File: src/rtl/logic_unit_acc.sv
// Purpose: registered WIDTH-bit bitwise logic unit with an optional fold-into-accumulator mode.
// Latency: 1 cycle from input accept to y/out_valid; one result per cycle when not stalled.
// Backpressure: single output register; in_ready = !out_valid | out_ready, all state holds on stall.
module logic_unit_acc #(
  parameter int WIDTH = 8,
  parameter int CNT_W = 4
) (
  input  logic             clk_i,
  input  logic             reset_i,
  input  logic             in_valid_i,
  output logic             in_ready_o,
  input  logic [WIDTH-1:0] a_i,
  input  logic [WIDTH-1:0] b_i,
  input  logic [2:0]       op_i,
  input  logic             acc_en_i,
  input  logic             acc_clr_i,
  output logic             out_valid_o,
  input  logic             out_ready_i,
  output logic [WIDTH-1:0] y_o,
  output logic             zero_o,
  output logic             ones_o,
  output logic [CNT_W-1:0] count_o
);

  localparam logic [CNT_W-1:0] CNT_MAX = '1;
  localparam logic [CNT_W-1:0] CNT_ONE = CNT_MAX - CNT_MAX + 1'b1;

  logic             out_valid_q, out_valid_d;
  logic [WIDTH-1:0] y_q, y_d;
  logic             zero_q, zero_d;
  logic             ones_q, ones_d;
  logic [CNT_W-1:0] count_q, count_d;
  logic [WIDTH-1:0] acc_q, acc_d;
  logic             accept;
  logic [WIDTH-1:0] fold_res;
  logic [WIDTH-1:0] pair_res;

  // Pure bitwise operation table; no carries, result is exactly WIDTH bits.
  function automatic logic [WIDTH-1:0] bit_op(input logic [2:0] op,
                                              input logic [WIDTH-1:0] x,
                                              input logic [WIDTH-1:0] z);
    logic [WIDTH-1:0] r;
    case (op)
      3'b000:  r = x & z;
      3'b001:  r = x | z;
      3'b010:  r = x ^ z;
      3'b011:  r = ~(x & z);
      3'b100:  r = ~(x | z);
      3'b101:  r = ~(x ^ z);
      3'b110:  r = x & ~z;
      default: r = x;
    endcase
    return r;
  endfunction

  assign in_ready_o = !out_valid_q || out_ready_i;
  assign accept     = in_valid_i && in_ready_o;
  // In fold mode the accumulator takes the left-hand operand slot and a the right.
  assign fold_res   = bit_op(op_i, acc_q, a_i);
  assign pair_res   = bit_op(op_i, a_i, b_i);

  // Next-state: new result on accept, drop valid on drain, otherwise hold everything.
  always_comb begin
    out_valid_d = out_valid_q;
    y_d         = y_q;
    zero_d      = zero_q;
    ones_d      = ones_q;
    count_d     = count_q;
    acc_d       = acc_q;
    if (accept) begin
      out_valid_d = 1'b1;
      if (acc_en_i) begin
        if (acc_clr_i) begin
          acc_d   = a_i;
          y_d     = a_i;
          count_d = CNT_ONE;
        end else begin
          acc_d   = fold_res;
          y_d     = fold_res;
          count_d = (count_q == CNT_MAX) ? count_q : count_q + 1'b1;
        end
      end else begin
        y_d = pair_res;
      end
      // Flags describe the freshly registered y, so derive them from y_d.
      zero_d = (y_d == '0);
      ones_d = (y_d == '1);
    end else if (out_ready_i) begin
      out_valid_d = 1'b0;
    end
  end

  // State registers with synchronous reset that overrides any pending output.
  always_ff @(posedge clk_i) begin
    if (reset_i) begin
      out_valid_q <= 1'b0;
      y_q         <= '0;
      zero_q      <= 1'b0;
      ones_q      <= 1'b0;
      count_q     <= '0;
      acc_q       <= '0;
    end else begin
      out_valid_q <= out_valid_d;
      y_q         <= y_d;
      zero_q      <= zero_d;
      ones_q      <= ones_d;
      count_q     <= count_d;
      acc_q       <= acc_d;
    end
  end

  assign out_valid_o = out_valid_q;
  assign y_o         = y_q;
  assign zero_o      = zero_q;
  assign ones_o      = ones_q;
  assign count_o     = count_q;

endmodule

File: config.mk
export PLATFORM = sky130hd
export DESIGN_NAME = logic_unit_acc
export DESIGN_NICKNAME = d
export VERILOG_FILES = /design/src/rtl/logic_unit_acc.sv
export SDC_FILE = /design/constraint.sdc
export NUM_CORES = 1
export LEC_CHECK = 0
export BUFFER_PORTS_ARGS = -buffer_cell sky130_fd_sc_hd__buf_2
export CAP_MARGIN = 20
export CELL_PAD_IN_SITES_DETAIL_PLACEMENT = 1
export CELL_PAD_IN_SITES_GLOBAL_PLACEMENT = 2
export CORE_ASPECT_RATIO = 0.8
export CORE_MARGIN = 1.5
export CORE_UTILIZATION = 34
export DETAILED_ROUTE_END_ITERATION = 10
export GPL_TIMING_DRIVEN = 0
export HOLD_SLACK_MARGIN = 0.03
export PLACE_DENSITY = 0.85
export SLEW_MARGIN = 10
export SYNTH_ARGS = -nofsm -noshare
export SYNTH_HDL_FRONTEND = slang
export SYNTH_SLANG_ARGS = --single-unit
File: constraint.sdc
create_clock -name clk_i -period 3.4 [get_ports clk_i]
set_clock_uncertainty 0.2 [all_clocks]
set_input_delay 0.51 -clock clk_i [delete_from_list [all_inputs] [get_ports clk_i]]
set_output_delay 0.51 -clock clk_i [all_outputs]
set_load 0.02 [all_outputs]
; Yosys cells after proc, flatten, opt, wreduce, memory -nomap -nowiden
; Cells that the tools add are included.
[totals]
ff_bits = 23
inputBits = 25
out_inout_bits = 16
[classes]
addsub = 1
eq_ne = 9
mux = 9
bitwise_logic = 16
n_reduce_logical = 8
[op_table]
columns = op, n
row1 = case mux 8 bit (7 select lines), 2
row2 = NOT 8 bit, 8
row3 = AND 8 bit, 4
row4 = 2-to-1 mux 8 bit, 3
row5 = OR 8 bit, 2
row6 = bitwise XOR 8 bit, 2
row7 = == test 3 bit (second input constant), 3
row8 = == test 8 bit (second input constant), 1
row9 = zero test 8 bit, 1
row10 = 2-to-1 mux 4 bit, 2
row11 = == test 3 x 2 -> 1 bit (second input constant), 2
row12 = adder 4 x 1 -> 4 bit (second input constant), 1
row13 = == test 4 bit (second input constant), 1
row14 = == test 3 x 1 -> 1 bit (second input constant), 1
row15 = zero test 3 bit, 1
row16 = AND reduction 3 bit, 1
row17 = 2-to-1 mux 1 bit, 2
row18 = != test 2 bit (second input constant), 1
row19 = AND reduction 2 bit, 1
row20 = nonzero test 2 bit, 1
row21 = logical AND 1 bit, 1
row22 = zero test 1 bit, 1
row23 = logical OR 1 bit, 1

; Depth between registers and ports, before layout
[depth]
word_depth = 7
ltp_mapped = 10

; Worst setup path before layout
; No wires, ideal clock.
[synth_path]
kind = input to register
start = input a_i[0]
end = register ones_q (netlist: ones_o)
setup_ns = 0.084
t_arrival_ns = 2.265
required_ns = 3.116
slack_ns = 0.850
path_stages = 9
cell_sequence = inv_1 -> ha_1 -> mux2i_1 -> a311o_1 -> a221o_1 -> nor3_2 -> nand2_1 -> a211o_1 -> o31ai_2
[synth_between]
elab_chain_len = 7
word_cells_on_any_way = 21
classes_between = eq/ne: 1 / mux: 5 / bitwise: 15
[synth_rtl]
columns = element, line
row1 = from (decl), 12  ; input logic [WIDTH-1:0] a_i,
row2 = "NOT 8 bit, or another cell as far along", 50  ; 3'b110: r = x & ~z;
row3 = "AND 8 bit, or another cell as far along", 50
row4 = case mux 8 bit (7 select lines), 43  ; case (op)
row5 = 2-to-1 mux 8 bit, 73  ; if (acc_clr_i) begin
row6 = 2-to-1 mux 8 bit (*), 72  ; if (acc_en_i) begin
row7 = 2-to-1 mux 8 bit (*), 70  ; if (accept) begin
row8 = == test 8 bit (*), 87  ; ones_d = (y_d == '1);
row9 = to (signal assigned), 106  ; ones_q <= ones_d;
row10 = to (decl), 31  ; logic ones_q, ones_d;
; Every way passes the cells marked *; elsewhere a longest branch is shown, timed or not. The select of a mux whose other input is x is not followed.
; A chain may end at the register's enable or synchronous reset.

; Final worst setup path
[layout_path]
start = input a_i[1]
end = register ones_q (netlist: ones_o)
; Same word-level chain as after synthesis.

==> reports/qor.csv <==
metric,value,unit
postcts setup bufs,0,
TritonCTS clock tree,built,
internal reg-to-reg setup slack,770,ps
number of synthesized register bits,23,
largest family of logic cells by synthesized area,compound AO/OA/AOI/OAI gates,
clk slew on worst S/H paths,60,ps
H-tree depth,1,
Synth Area in Adders,20.0,%
Global Route Usage Sum,24.4,%
DP HPWL,8590,um
Final Hold Fails,0,
worst setup path start,a_i[1],
ANT cells,0,
DR iter-0 viols,204,
Critical Path Most Common Cell,nand3_1,
Tightest Hold Check Type,reg2reg,
Site Rows,30,
Placed Area,3400,um2
Worst path slowest cell,a2111oi_0,
Worst R2R Path Depth,9,
startpoint types,input pin,
largest net degree at the start of global routing,13,
Synth Cell Area,3070,um2
Total Wirelength,11000,um
worst ir drop on vdd,0.203,mV
Synth Area in XOR/XNOR,0,%
Final nets,517,
CP Data Required Time,3380,ps
vias in the first global route,3405,
Pins Over Slew Limit,0,
gr ovfl total,0,
clock power share,27.5,%
setup TNS,0,ps
NetSw,362,uW
first-pass GRT wire length,17900,um
vias,3186,
share of power burned in registers,31.2,%
Worst Setup Path Type,in2reg,
Die Area,9610,um2
sequential element share of the synthesized area,15.0,%
power share of the combinational group,41.3,%
area growth from synthesis to layout,13.5,%
io pins,41,
mux share of post-synthesis cell area,4.57,%
Worst path depth,10,
CP bufs+invs,2,
Netlist cell types,65,
worst slew pin tran,990,ps
clock sink count,23,
"Max FO, Critical Path",7,
"commonest non-fill, non-tap cells in the layout","49 x buf_2, 49 x ha_1, 43 x nor2_1, 33 x inv_1, 32 x nand2_1",
min cycle time layout,3030,ps
area of the core,8630,um2
vias per cell,5.75,
latest clock arrival within the worst-skew pair,260,ps
hold_buf cts,0,
power per cell area,276,nW/um2
PortBufs,39,
Mapped Cells,399,
Pleak,1.56,nW
Detail Route Antenna Nets,0,
layout cells sized above 1,17.6,%
Final Instance Area,3480,um2
CP Cell Sequence,"buf_2, inv_1, ha_1, nand3_1, o211ai_1, a2111oi_0, a311oi_1, nor2_1, nand3_1, o31ai_2",
DR pass1 iterations,4,
CP peak stage delay,880,ps
post-cts gate resize count,0,
sw frac,37.7,%
GPL Wtd Cong,0.895,
Slew HR,32.3,%
simple-gate share of the synthesized area,20.3,%
Final period util,89.0,%
antenna violations before repair,0,
# DRC,0,
Synth Area in Compound Gates,30.5,%
Max Clk Rate,331,MHz
WP data arrival,3000,ps
post-layout util,40.3,%
# setup viols final,0,
ys async rst share,0,%
Max-Cap Viols,0,
R2R Path End,ones_o$_SDFFE_PP0P_,
wire length per cell,19.9,um
DIE HEIGHT,88.0,um
Hold Path Origin,y_o[5]$_SDFFE_PP0P_,
crit end category,flip-flop,
R2R Path Start,acc_q[0]$_SDFFE_PP0P_,
run status,completed,
RSZ-0062 raised after global routing,no,
number of synthesized flops with an enable pin,0,
Starting Density,35.6,%
Critical Path Sink,ones_o$_SDFFE_PP0P_,
syn_area_per_cell,7.69,um2
total power,960,uW
CTS max path bufs,2,
die width,109,um
Synth Net Count,473,
P_int,598,uW
CTS Root Cell,clkbuf_16,
top_reg_cell synth,dfxtp_1,
Crit path max-delay family,compound AO/OA/AOI/OAI gates,
CTS buffer count,3,
synth warn,0,
-- registers in the layout (all words and copies together) (netlist names) --
name,cells
count_o,4
out_valid_o,1
zero_o,1
acc_q,8
ones_o,1
y_o,8
-- layer usage --
| metal | GRT usage [%] | routed length (um) |
|---|---|---|
| met1 | 32.8 | 5140 |
| met2 | 41.3 | 5200 |
| met3 | 3.72 | 539 |
| met4 | 5.43 | 123 |
| met5 | 0 | 0 |
-- power groups by stage --
stage	sequential (mW)	combinational, mW	clock, mW
after floorplan	0.315	0.252	0
after global placement	0.305	0.378	0
after detailed placement	0.306	0.393	0
after CTS	0.300	0.395	0.271
after global routing	0.302	0.438	0.282
final	0.299	0.397	0.264
-- cell usage after synthesis, types with 4 or more instances --
library cell	n	area, um2
nand2_1	32	120
clkbuf_1	9	33.8
and2_1	5	31.3
nand3_1	5	25.0
o221ai_1	4	35.0
o22ai_1	7	43.8
nor2b_1	12	75.1
o21ai_0	13	65.1
a221o_1	5	50.1
a211oi_1	13	97.6
mux2i_1	5	50.1
a311oi_1	4	35.0
nand3b_1	4	30.0
buf_2	10	50.1
nand2b_1	7	43.8
buf_6	5	56.3
o21ai_1	5	25.0
nor3_1	5	25.0
o211ai_1	8	60.1
a21oi_1	28	140
dfxtp_1	23	460
inv_1	33	124
ha_1	49	613
nor2_1	43	161
-- worst min-delay path, cell delays in order (launching register included) --
cell and delay (ps):
dfxtp_1 310, nand2_1 50, a21oi_1 60
-- metrics by stage --
| step | std cells | setup slack, ps | hold slack [ps] |
|---|---|---|---|
| 2_1_floorplan | 399 | 850 | 274 |
| 3_3_place_gp | 550 | 342 | 243 |
| 3_5_place_dp | 550 | 222 | 259 |
| 4_1_cts | 554 | 431 | 268 |
| 5_1_grt | 554 | 151 | 278 |
| 6_report | 554 | 375 | 261 |
-- cells by family after synthesis --
group	after synthesis
and+or+nand+nor	129
AOI/OAI and AO/OA	126
buffers and inverters	62
adders and majority gates	49
DFF	23
muxes	10
-- layout make-up --
cell class                 count  area (um2)
timing repair buffer          39         195
buffer                        28         166
multi-input combinational    314        2310
sequential                    23         460
inverter                      34         128
clock buffer                   4        78.8
tap                          112         140
fill                        1101        5150
-- how the worst min path moves through the flow --
stage	to	cells past startpoint
floorplan	acc_q[2]$_SDFFE_PP0P_	2
global placement	y_o[5]$_SDFFE_PP0P_	2
detailed placement	y_o[5]$_SDFFE_PP0P_	2
CTS	y_o[5]$_SDFFE_PP0P_	2
global route	y_o[5]$_SDFFE_PP0P_	2
finish	y_o[5]$_SDFFE_PP0P_	2
(Power assumes the default switching activity.)
